--- src/rtl/fifo_rd_ctrl.sv ---
// Read-side controller of the asynchronous FIFO: write-pointer sync, read pointers, empty flag and a registered valid/ready output stage.
// Optional read-level tracking is built only when FIFO_RD_LEVEL_EN is defined.
module fifo_rd_ctrl #(
    parameter int DATA_WIDTH    = 8,
    parameter int ADDR_WIDTH    = 4,
    parameter int AEMPTY_THRESH = 2
) (
    input  logic                  rclk,
    input  logic                  rrst_n,
    input  logic [ADDR_WIDTH:0]   wptr,
    input  logic [DATA_WIDTH-1:0] rdata,
    output logic [ADDR_WIDTH-1:0] raddr,
    output logic [ADDR_WIDTH:0]   rptr,
    output logic                  rempty,
    output logic [DATA_WIDTH-1:0] dout,
    output logic                  dvalid,
    input  logic                  dready,
    output logic [ADDR_WIDTH:0]   rlevel,
    output logic                  ralmost_empty
);

    logic [ADDR_WIDTH:0] rq1_wptr_r;
    logic [ADDR_WIDTH:0] rq2_wptr_r;
    logic [ADDR_WIDTH:0] rbin_r;
    logic                rinc_s;
    logic [ADDR_WIDTH:0] rbin_next_s;
    logic [ADDR_WIDTH:0] rgray_next_s;

    assign raddr = rbin_r[ADDR_WIDTH-1:0];

    // Fetch decision and next read pointer in binary and Gray form
    always_comb begin
        rinc_s       = 1'b0;
        rbin_next_s  = rbin_r;
        rgray_next_s = '0;
        if (!rempty && (!dvalid || dready)) begin
            rinc_s = 1'b1;
        end else begin
            rinc_s = 1'b0;
        end
        rbin_next_s  = rbin_r + {{ADDR_WIDTH{1'b0}}, rinc_s};
        rgray_next_s = (rbin_next_s >> 1) ^ rbin_next_s;
    end

    // Two-flop synchronizer for the Gray write pointer
    always_ff @(posedge rclk) begin
        if (!rrst_n) begin
            rq1_wptr_r <= '0;
            rq2_wptr_r <= '0;
        end else begin
            rq1_wptr_r <= wptr;
            rq2_wptr_r <= rq1_wptr_r;
        end
    end

    // Read pointers and the empty flag; rempty compares against the lagging synced pointer, so it is pessimistic
    always_ff @(posedge rclk) begin
        if (!rrst_n) begin
            rbin_r <= '0;
            rptr   <= '0;
            rempty <= 1'b1;
        end else begin
            rbin_r <= rbin_next_s;
            rptr   <= rgray_next_s;
            rempty <= (rgray_next_s == rq2_wptr_r);
        end
    end

    // Output stage: a fetch refills dout (even while popping), otherwise a pop just drops dvalid
    always_ff @(posedge rclk) begin
        if (!rrst_n) begin
            dout   <= '0;
            dvalid <= 1'b0;
        end else if (rinc_s) begin
            dout   <= rdata;
            dvalid <= 1'b1;
        end else if (dvalid && dready) begin
            dvalid <= 1'b0;
        end else begin
            dvalid <= dvalid;
        end
    end

`ifdef FIFO_RD_LEVEL_EN
    function automatic logic [ADDR_WIDTH:0] gray2bin(input logic [ADDR_WIDTH:0] g);
        logic [ADDR_WIDTH:0] b;
        b[ADDR_WIDTH] = g[ADDR_WIDTH];
        for (int i = ADDR_WIDTH - 1; i >= 0; i--) begin
            b[i] = b[i+1] ^ g[i];
        end
        return b;
    endfunction

    localparam logic [ADDR_WIDTH:0] THRESH_C = (ADDR_WIDTH+1)'(AEMPTY_THRESH);

    logic [ADDR_WIDTH:0] level_next_s;

    // Words still in memory after this edge's fetch; the word held in dout is excluded
    always_comb begin
        level_next_s = '0;
        level_next_s = gray2bin(rq2_wptr_r) - rbin_next_s;
    end

    // Registered level and almost-empty flag
    always_ff @(posedge rclk) begin
        if (!rrst_n) begin
            rlevel        <= '0;
            ralmost_empty <= 1'b1;
        end else begin
            rlevel        <= level_next_s;
            ralmost_empty <= (level_next_s <= THRESH_C);
        end
    end
`else
    assign rlevel        = '0;
    assign ralmost_empty = 1'b1;
`endif

endmodule
--- config.mk ---
export PLATFORM = sky130hd
export DESIGN_NAME = fifo_rd_ctrl
export DESIGN_NICKNAME = d
export VERILOG_FILES = /design/src/rtl/fifo_rd_ctrl.sv
export SDC_FILE = /design/constraint.sdc
export NUM_CORES = 1
export LEC_CHECK = 0
export ABC_AREA = 1
export CAP_MARGIN = 20
export CORE_MARGIN = 4
export CORE_UTILIZATION = 44
export DETAILED_ROUTE_END_ITERATION = 12
export MAX_ROUTING_LAYER = met4
export PLACE_DENSITY = 0.8
export SYNTH_ARGS = -nofsm -noshare
export SYNTH_HDL_FRONTEND = slang
export SYNTH_SLANG_ARGS = --single-unit
export TNS_END_PERCENT = 30
--- constraint.sdc ---
create_clock -name rclk -period 2.05 [get_ports rclk]
set_input_delay 0.3075 -clock rclk [delete_from_list [all_inputs] [get_ports rclk]]
set_output_delay 0.3075 -clock rclk [all_outputs]
set_load 0.01 [all_outputs]
==> flow_metrics.tcl, run 1 <==
set metrics [dict create \
    place_hpwl_um 2070 \
    crit_type "in -> reg" \
    hold_buffers 0 \
    grt_pass1_vias 1057 \
    drtIter0Drc 69 \
    viasPerCell 4.64 \
    setup_slack_ps 166 \
    switching_share_pct 31.9 \
    synth-compound-area-share_pct 6.03 \
    yosysSeqAreaShare_pct 47.4 \
    antenna_found_initial 0 \
    p_comb_share_pct 38.4 \
    synthesis.area_um2 1220 \
    synth-adder-area-share_pct 2.04 \
    fillers 229 \
    fin_nets 229 \
    setup_viol 0 \
    htree_levels 2 \
    num_rows 18 \
    arrival_ps 2110 \
    die_x_um 60.7 \
    cp.required_ps 2280 \
    peakVddDrop_v 0.000794 \
    min_period_over_period_pct 91.9 \
    synth_top_family_by_area "simple AND/OR/NAND/NOR gates" \
    fin_worst_skew_ps 10.6 \
    path_clk_slew_ps 90 \
    switching_power_uw 581 \
    post_cts_buffers 0 \
    power_density_nw_per_um2 1080 \
    synth.yosys.warnings 0 \
    start_util_pct 47.7 \
    cts_max_path_buffers 2 \
    diodes 0 \
    dieArea_um2 3690 \
    routabilityCongestion 0.844 \
    cts_root_buf "clkbuf_4" \
    seq_power_share_pct 40.0 \
    place_area_um2 1610 \
    cts.repair.resized 0 \
    synthSimpleGateAreaFrac_pct 30.7 \
    rr_worst_depth 12 \
    status "finished, final reports clean" \
    hold_violations 0 \
    drv_slew 0 \
    syn_to_final_growth_pct 37.9 \
    core_um2 2570 \
    ios 41 \
    drc 0 \
    dp_slack_ps -267 \
    r2r-end "rempty$_SDFF_PN1_" \
    die_h_um 60.7 \
    final_antenna_net_count 0 \
    worst_setup_path_end_kind "register" \
    synth_cell_types 18 \
    r2r-start "dvalid$_SDFFE_PN0P_" \
    avgSynthCellArea_um2 7.33 \
    max_cap_viol_count 0 \
    rsz0062_at_grt "false" \
    grt_pass1_wl_um 4400 \
    total_power_uw 1820 \
    postRouteWirelength_um 2620 \
    power.share.clock_pct 21.6 \
    synthMuxAreaShare_pct 0 \
    worstPathMaxFanout 6 \
    p_leak_uw 0.000823 \
    clk_latency_ps 330 \
    via_count 1122 \
    worstHoldEndpoint "rq2_wptr_r[3]$_SDFF_PN0_" \
    synth_xor_area_share_pct 0 \
    first_pass_iters 4 \
    min_from "rq1_wptr_r[3]$_SDFF_PN0_" \
    grt_max_degree 13 \
    min_period_ps 1880 \
    drive_gt1_share_pct 13.7 \
    holdPathStages 2 \
    wire_per_inst_um 10.8 \
    p_int_uw 1240 \
    final_area_um2 1690 \
    grt_overflow 0 \
    min_path_type "reg -> reg" \
    startpoint_type "input port" \
    cts_buffers 5 \
    cts.sinks 29 \
    gr-usage-all-layers_pct 16.7 \
    cts_tree "done" \
    io_buffer_count 34 \
    holdWs_ps 414 \
    final.setup.tns_ps 0 \
    ys_ff_latch 29 \
    rrSetupSlack_ps 300 \
    netlist_instances 167 \
    fmax_ghz 0.531 \
]
power by group through the flow:
stage          combinational, uW  clock, uW  sequential, uW
6_report                     699        394             729
5_1_grt                      789        424             740
4_1_cts                      696        402             727
3_5_place_dp                 692          0             740
3_3_place_gp                 671          0             734
2_1_floorplan                290          0             775
registers in the layout (all words and copies together) (netlist names):
register and flops:
rempty 1, dout 8, dvalid 1, rq1_wptr_r 5, rq2_wptr_r 5, rbin_r 4, rptr 5
synthesized netlist by cell type:
| cell type | count | area (um^2) |
|---|---|---|
| inv_1 | 25 | 93.8 |
| dfxtp_1 | 29 | 581 |
| o21ai_0 | 8 | 40.0 |
| nand3_1 | 13 | 65.1 |
| nand3b_1 | 1 | 7.51 |
| nand2_1 | 38 | 143 |
| nand4_1 | 4 | 25.0 |
| clkbuf_1 | 2 | 7.51 |
| conb_1 | 2 | 7.51 |
| inv_2 | 1 | 3.75 |
| nand2_2 | 8 | 50.1 |
| nor2_1 | 20 | 75.1 |
| buf_4 | 6 | 45.0 |
| a21oi_1 | 5 | 25.0 |
| nand3_2 | 1 | 10.0 |
| a21oi_2 | 1 | 8.76 |
| buf_6 | 1 | 11.3 |
| ha_1 | 2 | 25.0 |
layout by cell type (no fill, tap or decap), drive strengths merged, types with 6 or more instances in the layout:
| cell type | netlist | routed |
|---|---|---|
| clkdlybuf4s50 | 0 | 34 |
| dfxtp | 29 | 29 |
| buf | 7 | 8 |
| nor2 | 20 | 20 |
| conb | 2 | 6 |
| o21ai | 8 | 8 |
| clkbuf | 2 | 7 |
| nand3 | 14 | 14 |
| nand2 | 46 | 46 |
| inv | 26 | 26 |
| a21oi | 6 | 6 |
critical path: stages:
cell and delay, ps:
clkdlybuf4s50_1 460, inv_1 60, a21oi_2 140, ha_2 220, ha_2 240, inv_1 80
nand2_1 60, nand2_1 130, nand2_1 120, nand3_1 80, nand2_1 60, nor2_1 40
nand3_1 70, nand2_1 50
per-stage QoR:
stage	util (%)	instances
after floorplan	-	171
after global placement	62.8	234
after detailed placement	62.8	234
after CTS	65.5	242
after global routing	65.7	242
final	65.7	242
kinds of logic after synthesis:
group	Yosys count
AO/OA/AOI/OAI	14
adder cells (fa/ha/maj)	2
buffers and inverters	35
flip-flops	29
other	2
AND/OR/NAND/NOR	85
how the worst max path moves through the flow:
stage	startpoint	end	slack [ps]	cells after the start
final	dready	rempty$_SDFF_PN1_	170	14
after detailed placement	dready	rempty$_SDFF_PN1_	-270	14
after global placement	dready	rempty$_SDFF_PN1_	-140	14
after CTS	dready	rempty$_SDFF_PN1_	90	14
after floorplan	dvalid$_SDFFE_PN0P_	rempty$_SDFF_PN1_	270	12
after global routing	dready	rempty$_SDFF_PN1_	10	14
final cells by class:
type | count | area, um^2 | area share, %
Clock inverter | 1 | 5.00 | 0.297
Sequential cell | 29 | 581 | 34.4
Inverter | 26 | 97.6 | 5.78
Timing Repair Buffer | 42 | 400 | 23.7
Clock buffer | 7 | 65.1 | 3.85
Tap cell | 30 | 37.5 | 2.22
Multi-Input combinational cell | 107 | 502 | 29.7
per-layer routing:
layer / part of all wire, % / global-route usage (%)
met5: 0 / -
met4: 2.8 / 9.60
met3: 5.7 / 5.32
met2: 49 / 25.8
met1: 42 / 18.8
(Power assumes the default switching activity.)
==> inputs of run 2 (changes only) <==
CORE_ASPECT_RATIO = 1.5   (was not set)
SLEW_MARGIN = 30   (was not set)
==> flow_metrics.tcl, run 2 (synthesis gave the netlist of run 1 again) <==
set metrics [dict create \
    status "finished, final reports clean" \
    r2r-start "dvalid$_SDFFE_PN0P_" \
    final_area_um2 1720 \
    post_cts_buffers 0 \
    startpoint_type "input port" \
    die_x_um 51.1 \
    cpMostUsedCell "nand2_1" \
    drc 0 \
    hold_buffers 0 \
    viasPerCell 4.77 \
    grt_max_degree 14 \
    slowest_delay_ps 460 \
    mostFrequentLayoutCells "nand2_1 (38), clkdlybuf4s50_1 (34), dfxtp_1 (29)" \
    cp.required_ps 2230 \
    grt_pass1_vias 1194 \
    critical_path.slowest_cell "clkdlybuf4s50_1" \
    ios 41 \
    antenna_found_initial 0 \
    cts_buffers 5 \
    place_area_um2 1620 \
    largest_reg_flops 8 \
    cts_tree "done" \
    total_power_uw 1890 \
    multi_input_area_um2 512 \
    crit_type "in -> reg" \
    p_leak_uw 0.000821 \
    final.setup.tns_ps 0 \
    path_clk_slew_ps 60 \
    diodes 0 \
    mostFrequentLayoutCell "nand2_1" \
    register_area_um2 581 \
    min_period_over_period_pct 91.9 \
    fin_nets 229 \
    cp_top_family "simple AND/OR/NAND/NOR gates" \
    via_count 1188 \
    fmax_ghz 0.531 \
    largest-register "dout" \
    rr_worst_depth 12 \
    num_rows 23 \
    setup_slack_ps 166 \
    power_density_nw_per_um2 1100 \
    min_period_ps 1880 \
    min_path_type "reg -> reg" \
    holdPathStages 2 \
    fillers 230 \
    dp_cells 241 \
    wire_per_inst_um 11.4 \
    final_antenna_net_count 0 \
    htree_levels 2 \
    cts.sinks 29 \
    cts.repair.resized 0 \
    peakVddDrop_v 0.000813 \
    start_util_pct 45.7 \
    gr-usage-met1_pct 15.2 \
    grt_overflow 0 \
    rrSetupSlack_ps 390 \
    postRouteWirelength_um 2840 \
    min_from "rq1_wptr_r[2]$_SDFF_PN0_" \
    drive_gt1_share_pct 12.7 \
    hold_violations 0 \
    max_cap_viol_count 0 \
    rsz0062_at_grt "false" \
    arrival_ps 2060 \
    dieArea_um2 3710 \
    fin_worst_skew_ps 8.02 \
    cts_root_buf "clkbuf_8" \
    final_cells 249 \
    core_um2 2680 \
    clk_latency_ps 280 \
    routabilityCongestion 0.868 \
    r2r-end "rempty$_SDFF_PN1_" \
    syn_to_final_growth_pct 40.3 \
    grt_pass1_wl_um 4800 \
    drtIter0Drc 32 \
    grt_util_met2_pct 32.6 \
    setup_viol 0 \
    drv_slew 0 \
    first_pass_iters 4 \
    gr-usage-all-layers_pct 18.3 \
    io_buffer_count 34 \
    cts_max_path_buffers 2 \
    cp_cell_sequence "clkdlybuf4s50_1 -> inv_1 -> a21oi_2 -> ha_2 -> ha_4 -> inv_1 -> nand2_1 -> nand2_1 -> nand2_1 -> nand3_1 -> nand2_1 -> nor2_1 -> nand3_1 -> nand2_1" \
    dp_slack_ps -225 \
    worst_setup_path_end_kind "register" \
    groute.layer.met3.usage_pct 6.13 \
    worstPathMaxFanout 6 \
    critical_path_buf_inv_count 3 \
    worstHoldEndpoint "rq2_wptr_r[2]$_SDFF_PN0_" \
    die_h_um 72.6 \
    grt-busiest-layer "met2" \
    place_hpwl_um 2150 \
]
run 2: cell types whose count changed in the layout (fill, tap and decap cells not counted), sizes merged:
cell	before	now
clkinv	1	0
clkbuf	7	8
run 2: worst max path at each step:
stage	start	to	slack (ps)	depth (start not counted)
after CTS	dready	rempty$_SDFF_PN1_	60	14
after global routing	dready	rempty$_SDFF_PN1_	2	14
after floorplan	dvalid$_SDFFE_PN0P_	rempty$_SDFF_PN1_	270	12
after global placement	dready	rempty$_SDFF_PN1_	-170	14
final	dready	rempty$_SDFF_PN1_	170	14
after detailed placement	dready	rempty$_SDFF_PN1_	-230	14
run 2: cell type report:
class	count	area share, %
sequential	29	33.8
multi-input combinational	107	29.8
timing repair buffer	42	23.3
inverter	26	5.69
clock buffer	8	4.66
tap	37	2.70
run 2: tightest hold or removal path: stages (launching register included):
cell and delay [ps]:
dfxtp_1 300, nand2_1 50, inv_1 40
run 2: layer usage:
metal  vias up  share of wire, %
met1       543                34
met5         -                 0
met3        13               6.9
met2        46                55
met4         0               3.9
li1        586                 -
run 2: metrics by stage:
| step | hold WS (ps) | util (%) |
|---|---|---|
| final | 411 | 64.1 |
| after global routing | 423 | 64.1 |
| after CTS | 411 | 63.6 |
| after detailed placement | 404 | 60.6 |
| after global placement | 392 | 60.6 |
| after floorplan | 390 | - |
run 2: power breakdown:
group | internal (uW) | switching, uW | total [uW] | leakage (uW)
clock network | 240 | 197 | 438 | 0.0000395
logic | 386 | 340 | 726 | 0.000543
registers | 669 | 62.8 | 732 | 0.000239
